`src/rtl/lsu_ctrl.sv`:
```
// -----------------------------------------------------------------------------
// lsu_ctrl -- RV32I load/store unit controller
//
// Purpose:
//   Takes one load or store request at a time from the pipeline. It talks to a
//   single-port synchronous data memory that only writes whole words. Loads
//   are extracted and sign/zero-extended from the returned word. Sub-word
//   stores (SB/SH) use a read-modify-write sequence. Misaligned or unsupported
//   requests complete immediately with a fault and never touch memory.
//
// Ports:
//   clk         in   1   rising-edge clock
//   rst         in   1   asynchronous reset, active low (0 = reset)
//   req_valid   in   1   request present
//   req_ready   out  1   request can be accepted (IDLE only)
//   req_we      in   1   1 = store, 0 = load
//   req_funct3  in   3   RV32I width/sign code
//   req_addr    in  32   byte address
//   req_wdata   in  32   store data, right-aligned
//   resp_valid  out  1   one-cycle completion pulse
//   resp_rdata  out 32   extended load data, 0 for stores and faults
//   resp_fault  out  1   misaligned or unsupported request, with resp_valid
//   mem_we      out  1   word write strobe
//   mem_addr    out 32   word-aligned byte address
//   mem_wdata   out 32   word to write
//   mem_rdata   in  32   read data, valid one cycle after mem_addr
// -----------------------------------------------------------------------------
module lsu_ctrl (
   input  logic        clk,
   input  logic        rst,
   input  logic        req_valid,
   output logic        req_ready,
   input  logic        req_we,
   input  logic [2:0]  req_funct3,
   input  logic [31:0] req_addr,
   input  logic [31:0] req_wdata,
   output logic        resp_valid,
   output logic [31:0] resp_rdata,
   output logic        resp_fault,
   output logic        mem_we,
   output logic [31:0] mem_addr,
   output logic [31:0] mem_wdata,
   input  logic [31:0] mem_rdata
);

   // IDLE waits for work, READ presents the address, DATA consumes the
   // returned word, WRITE strobes the memory, and RESP is the single-cycle
   // completion.
   typedef enum logic [2:0] {
      IDLE  = 3'd0,
      READ  = 3'd1,
      DATA  = 3'd2,
      WRITE = 3'd3,
      RESP  = 3'd4
   } state_t;

   state_t state;
   state_t next_state;

   // Latched request fields. The upper address bits are not kept here because
   // mem_addr itself is loaded with them at accept time. Only the low half of
   // the store data is needed after accept, because SW writes req_wdata
   // straight into mem_wdata and SB/SH merge at most 16 bits.
   logic        we_q;
   logic [2:0]  funct3_q;
   logic [1:0]  lane_q;
   logic [15:0] wdata_q;

   logic        accept;
   logic        req_fault;

   // Decides whether a request can be executed at all. Codes outside the
   // RV32I load/store tables are rejected. Halfwords must be 2-byte aligned
   // and words must be 4-byte aligned; bytes can sit at any address.
   function automatic logic is_fault(input logic       we,
                                     input logic [2:0] f3,
                                     input logic [1:0] lo);
      logic bad;
      bad = 1'b0;
      if (we) begin
         case (f3)
            3'b000:  bad = 1'b0;
            3'b001:  bad = lo[0];
            3'b010:  bad = (lo != 2'b00);
            default: bad = 1'b1;
         endcase
      end else begin
         case (f3)
            3'b000, 3'b100: bad = 1'b0;
            3'b001, 3'b101: bad = lo[0];
            3'b010:         bad = (lo != 2'b00);
            default:        bad = 1'b1;
         endcase
      end
      return bad;
   endfunction

   // Picks the byte or halfword lane out of a memory word. It then
   // sign-extends (LB/LH) or zero-extends (LBU/LHU) the lane. LW passes the
   // word through unchanged.
   function automatic logic [31:0] load_extract(input logic [2:0]  f3,
                                                input logic [1:0]  lane,
                                                input logic [31:0] word);
      logic [7:0]  b;
      logic [15:0] h;
      logic [31:0] res;
      case (lane)
         2'd0:    b = word[7:0];
         2'd1:    b = word[15:8];
         2'd2:    b = word[23:16];
         default: b = word[31:24];
      endcase
      h = lane[1] ? word[31:16] : word[15:0];
      case (f3)
         3'b000:  res = {{24{b[7]}}, b};
         3'b001:  res = {{16{h[15]}}, h};
         3'b100:  res = {24'h000000, b};
         3'b101:  res = {16'h0000, h};
         default: res = word;
      endcase
      return res;
   endfunction

   // Builds the word for a sub-word store. It copies the word just read and
   // overwrites only the addressed byte or halfword lane. Only SB/SH reach
   // here, so funct3[1:0] is either 00 (byte) or 01 (half).
   function automatic logic [31:0] store_merge(input logic [2:0]  f3,
                                               input logic [1:0]  lane,
                                               input logic [31:0] word,
                                               input logic [15:0] wd);
      logic [31:0] res;
      res = word;
      if (f3[1:0] == 2'b00) begin
         case (lane)
            2'd0:    res[7:0]   = wd[7:0];
            2'd1:    res[15:8]  = wd[7:0];
            2'd2:    res[23:16] = wd[7:0];
            default: res[31:24] = wd[7:0];
         endcase
      end else if (lane[1]) begin
         res[31:16] = wd;
      end else begin
         res[15:0] = wd;
      end
      return res;
   endfunction

   // Request-side decode. A request is taken only while the FSM sits in IDLE.
   // The fault check looks at the live request, because a faulting request
   // must go straight to RESP on the accept edge.
   always_comb begin
      req_ready = 1'b0;
      accept    = 1'b0;
      req_fault = 1'b0;
      req_ready = (state == IDLE);
      accept    = req_valid && (state == IDLE);
      req_fault = is_fault(req_we, req_funct3, req_addr[1:0]);
   end

   // Next-state logic. SW needs no read and goes straight to WRITE. Loads,
   // SB and SH read first. Stores leaving DATA still have a write to do.
   always_comb begin
      next_state = state;
      case (state)
         IDLE: begin
            if (req_valid) begin
               if (req_fault) begin
                  next_state = RESP;
               end else if (req_we && (req_funct3 == 3'b010)) begin
                  next_state = WRITE;
               end else begin
                  next_state = READ;
               end
            end
         end
         READ:    next_state = DATA;
         DATA:    next_state = we_q ? WRITE : RESP;
         WRITE:   next_state = RESP;
         RESP:    next_state = IDLE;
         default: next_state = IDLE;
      endcase
   end

   // State register. Reset drops the FSM back to IDLE at once, which also
   // abandons any operation in flight without a response.
   always_ff @(posedge clk or negedge rst) begin
      if (!rst) begin
         state <= IDLE;
      end else begin
         state <= next_state;
      end
   end

   // Captures the request fields needed after the accept edge. These are the
   // lane position, width code, direction and store data for the RMW merge.
   always_ff @(posedge clk or negedge rst) begin
      if (!rst) begin
         we_q     <= 1'b0;
         funct3_q <= 3'b000;
         lane_q   <= 2'b00;
         wdata_q  <= 16'h0000;
      end else if (accept) begin
         we_q     <= req_we;
         funct3_q <= req_funct3;
         lane_q   <= req_addr[1:0];
         wdata_q  <= req_wdata[15:0];
      end
   end

   // Memory-side registers. The word address is loaded on the accept edge so
   // it is already stable during READ or WRITE. It then holds until the next
   // request. mem_we follows the WRITE state exactly because it is set from
   // next_state. mem_wdata is loaded either with the full SW data on accept,
   // or with the merged word while in DATA for SB/SH. Otherwise it holds.
   always_ff @(posedge clk or negedge rst) begin
      if (!rst) begin
         mem_we    <= 1'b0;
         mem_addr  <= 32'h0000_0000;
         mem_wdata <= 32'h0000_0000;
      end else begin
         mem_we <= (next_state == WRITE);
         if (accept) begin
            mem_addr <= {req_addr[31:2], 2'b00};
         end
         if ((state == IDLE) && (next_state == WRITE)) begin
            mem_wdata <= req_wdata;
         end else if ((state == DATA) && we_q) begin
            mem_wdata <= store_merge(funct3_q, lane_q, mem_rdata, wdata_q);
         end
      end
   end

   // Response registers, all set on the edge that enters RESP. The only path
   // from IDLE directly to RESP is a fault. The only path from DATA to RESP
   // is a load, whose extracted data is captured from mem_rdata. Stores and
   // faults report zero data. resp_rdata keeps its value between responses.
   always_ff @(posedge clk or negedge rst) begin
      if (!rst) begin
         resp_valid <= 1'b0;
         resp_fault <= 1'b0;
         resp_rdata <= 32'h0000_0000;
      end else begin
         resp_valid <= (next_state == RESP);
         resp_fault <= (state == IDLE) && (next_state == RESP);
         if (next_state == RESP) begin
            if ((state == DATA) && !we_q) begin
               resp_rdata <= load_extract(funct3_q, lane_q, mem_rdata);
            end else begin
               resp_rdata <= 32'h0000_0000;
            end
         end
      end
   end

endmodule

```
`config.mk`:
```
export PLATFORM = sky130hd
export DESIGN_NAME = lsu_ctrl
export DESIGN_NICKNAME = d
export VERILOG_FILES = /design/src/rtl/lsu_ctrl.sv
export SDC_FILE = /design/constraint.sdc
export NUM_CORES = 1
export LEC_CHECK = 0
export ABC_AREA = 1
export CAP_MARGIN = 20
export CORE_MARGIN = 2
export CORE_UTILIZATION = 51
export DETAILED_ROUTE_END_ITERATION = 12
export GPL_TIMING_DRIVEN = 0
export PLACE_DENSITY = 0.87
export SLEW_MARGIN = 20
export SYNTH_ARGS = -nofsm -noshare
export SYNTH_HDL_FRONTEND = slang
export SYNTH_SLANG_ARGS = --single-unit
```
`constraint.sdc`:
```
create_clock -name clk -period 2.25 [get_ports clk]
set_input_delay 0.675 -clock clk [delete_from_list [all_inputs] [get_ports clk]]
set_output_delay 0.675 -clock clk [all_outputs]
set_load 0.05 [all_outputs]
```
==> results.json <==
{
  "grt_util_all_layers_pct": 34.0,
  "antenna_found_initial": 0,
  "initial_utilization_pct": 52.7,
  "final.min_clock_period_ns": 2.22,
  "cp-startpoint": "resp_valid",
  "finalSetupViolCount": 0,
  "cts_tree": "yes",
  "synth_top_area_share_pct": 47.6,
  "grt.met3_usage_pct": 10.9,
  "std_cell_rows": 40,
  "synth_area_leaders": "dfrtp_1 (48%), nand2_1 (15%), nand3_1 (8.2%)",
  "numPlacedInstances": 1191,
  "routed_wl_um": 22200,
  "p_leak_nw": 4.64,
  "period_utilization_pct": 98.5,
  "dpl_worst_slack_ns": -0.262,
  "grt_setup_unrepaired": "false",
  "cts_num_sinks": 122,
  "vdd_ir_drop_max_mv": 1.07,
  "r2r_start": "state[0]",
  "outcome": "completed",
  "routed-via-count": 6864,
  "worstHoldPathType": "input pin to async pin",
  "synth_seq_area_share_pct": 47.6,
  "grt_start_max_net_pins": 80,
  "timing.final.hold_violations": 0,
  "synth_area_mm2": 0.00641,
  "critPathArrivalTime_ns": 1.54,
  "synth_enable_flop_cells": 0,
  "fp.coreArea_mm2": 0.0122,
  "worst-slew-pin-transition_ns": 0.646,
  "cts_buffers": 17,
  "io-pin-count": 203,
  "timing.critical_path.slowest_stage_cell": "clkdlybuf4s50_1",
  "dp_hpwl_um": 16200,
  "post_drt_wl_per_cell_um": 18.2,
  "drt_first_iter_violations": 649,
  "critPathTopFamily": "buffers and inverters",
  "power_density_mw_per_mm2": 1620,
  "dominantRegCellSynth": "dfrtp_1",
  "crit_buf_inv": 1,
  "grt_pass1_vias": 6632,
  "antenna-diode-count": 0,
  "drtAntennaViolNets": 0,
  "worst-r2r-cell-count": 6,
  "synthDistinctLibCells": 29,
  "drive_above_1_share_pct": 8.07,
  "yosysTopAreaCell": "dfrtp_1",
  "gpl.final_weighted_congestion": 0.968,
  "crit_type": "register to primary output",
  "fmax_ghz": 0.451,
  "area_delta_synth_final_pct": 43.0,
  "finalClockSkew_ns": 0.00931,
  "clk_root_buffer_cell": "clkbuf_16",
  "grt_pass1_wl_um": 34700,
  "final_net_count": 1145,
  "clk_latency_ns": 0.42,
  "timing.critical_path.to_type": "primary output",
  "die_width_um": 116,
  "gr-usage-met1_pct": 42.3,
  "crit_chain": "clkdlybuf4s50_1",
  "total_power_mw": 14.8,
  "timing.critical_path.fanout_max": 1,
  "r2r_end": "mem_wdata[8]",
  "ctsHtreeMaxLevel": 4,
  "yosys_warnings": 0,
  "cts.reportedPaths.clkPinSlew_ns": 0.05,
  "vias_per_cell": 5.62,
  "crit_required_ns": 1.57,
  "synth_seq_cells": 122,
  "nFillCells": 963,
  "grt_overflow": 0,
  "postSynthCellCount": 821,
  "globalRouteMet2Util_pct": 55.1,
  "r2r_setup_slack_ns": 0.41,
  "postSynth.asyncResetShare_pct": 100,
  "setup_total_negative_slack_ns": 0,
  "cp_max_stage_delay_ns": 0.81,
  "io_buffers": 200,
  "timing.max_slew.rel_slack_pct": 57.0,
  "start_kind": "register",
  "drt_pass1_iterations": 8,
  "maxSlewViolCount": 0,
  "die_area_mm2": 0.0135,
  "drc_violation_count_after_routing": 0,
  "clock_tree.buffer_depth": 2,
  "layout_setup_ws_ns": 0.0337,
  "grt_most_used_layer": "met2",
  "mean_area_per_synthesized_cell_um2": 7.81,
  "maxCapViolCount": 0,
  "instances_no_fill": 1221,
  "dieHeight_um": 116
}
## state kept, by name, summed over array words and instances, names as in the netlist
signal / count
funct3_q: 3
lane_q: 2
state: 3
wdata_q: 16
mem_addr: 30
we_q: 1
resp_fault: 1
resp_valid: 1
resp_rdata: 32
mem_wdata: 32
mem_we: 1
## cell type report
type | instances | area, um^2 | area share [%]
Sequential cell | 122 | 3050 | 33.3
Multi-Input combinational cell | 595 | 2900 | 31.6
Timing Repair Buffer | 201 | 1950 | 21.2
Clock buffer | 22 | 464 | 5.07
Buffer | 56 | 289 | 3.15
Tap cell | 168 | 210 | 2.29
Inverter | 49 | 184 | 2.01
Clock inverter | 8 | 120 | 1.31
## synth_stat cells (2+ instances only)
cell type and n:
a21oi_1 43, a31oi_1 3, buf_1 7, buf_2 9, buf_4 8, buf_6 5, clkbuf_1 27, dfrtp_1 122
inv_1 41, inv_2 8, nand2_1 263, nand2_2 3, nand3_1 105, nand3_2 2, nor2_1 17, nor2_2 3
nor2_4 3, o211ai_1 40, o211ai_2 12, o21ai_0 76, o21ai_1 15, or2_1 2
## power by group
part / internal [mW] / leakage (nW) / switching [mW]
Combinational: 2.27 / 2.80 / 6.09
Sequential: 3.17 / 1.56 / 0.568
Clock: 1.78 / 0.282 / 0.961
## layout by cell type (no fill, tap or decap), types with 7 or more instances in the layout
cell type and n:
dfrtp_1 122, o21ai_1 15, a21oi_1 43, buf_2 9
nor2_1 17, inv_2 8, clkdlybuf4s50_1 103, inv_1 41
dlygate4sd2_1 85, clkbuf_16 17, o21ai_0 76, buf_4 8
dlymetal6s2s_1 10, nand3_1 105, clkbuf_1 30, o211ai_1 40
nand2_1 263, buf_1 7, o211ai_2 12
## worst max-delay path by stage
stage / endpoint / slack [ns] / depth (start not counted)
2_1_floorplan: mem_wdata[10] / 0.56 / 7
3_3_place_gp: mem_addr[19] / -4.23 / 1
3_5_place_dp: mem_wdata[30] / -0.26 / 9
4_1_cts: mem_wdata[16] / 0.002 / 1
5_1_grt: resp_valid / 0.01 / 1
6_report: resp_valid / 0.03 / 1
## routing by layer
layer / part of all wire, % / vias to the layer above
met5: 0 / -
met4: 3.6 / 0
met3: 12 / 69
met2: 46 / 440
met1: 38 / 3160
li1: - / 3195
## stage by stage
step | hold slack (ns) | area, um^2 | util (%)
after floorplan | 0.379 | 6410 | -
after global placement | 0.452 | 8630 | 70.9
after detailed placement | 0.458 | 8650 | 71.2
after CTS | 0.177 | 9130 | 75.1
after global routing | 0.196 | 9160 | 75.3
final | 0.173 | 9160 | 75.3
## timing repair
action / 4_1_cts / 5_1_grt
resized for setup: 90 / 12
buffers inserted: 0 / 0
endpoints found under the setup margin: 86 / 22
hold buffers: 0 / 0
## cells by family after synthesis
logic type	after synthesis	share of synthesized area, %
DFF	122	47.6
AOI/OAI and AO/OA	190	17.9
muxes	1	0.156
other	1	0.0585
buffers and inverters	105	7.38
and+or+nand+nor	402	26.9
(Power assumes the default switching activity.)
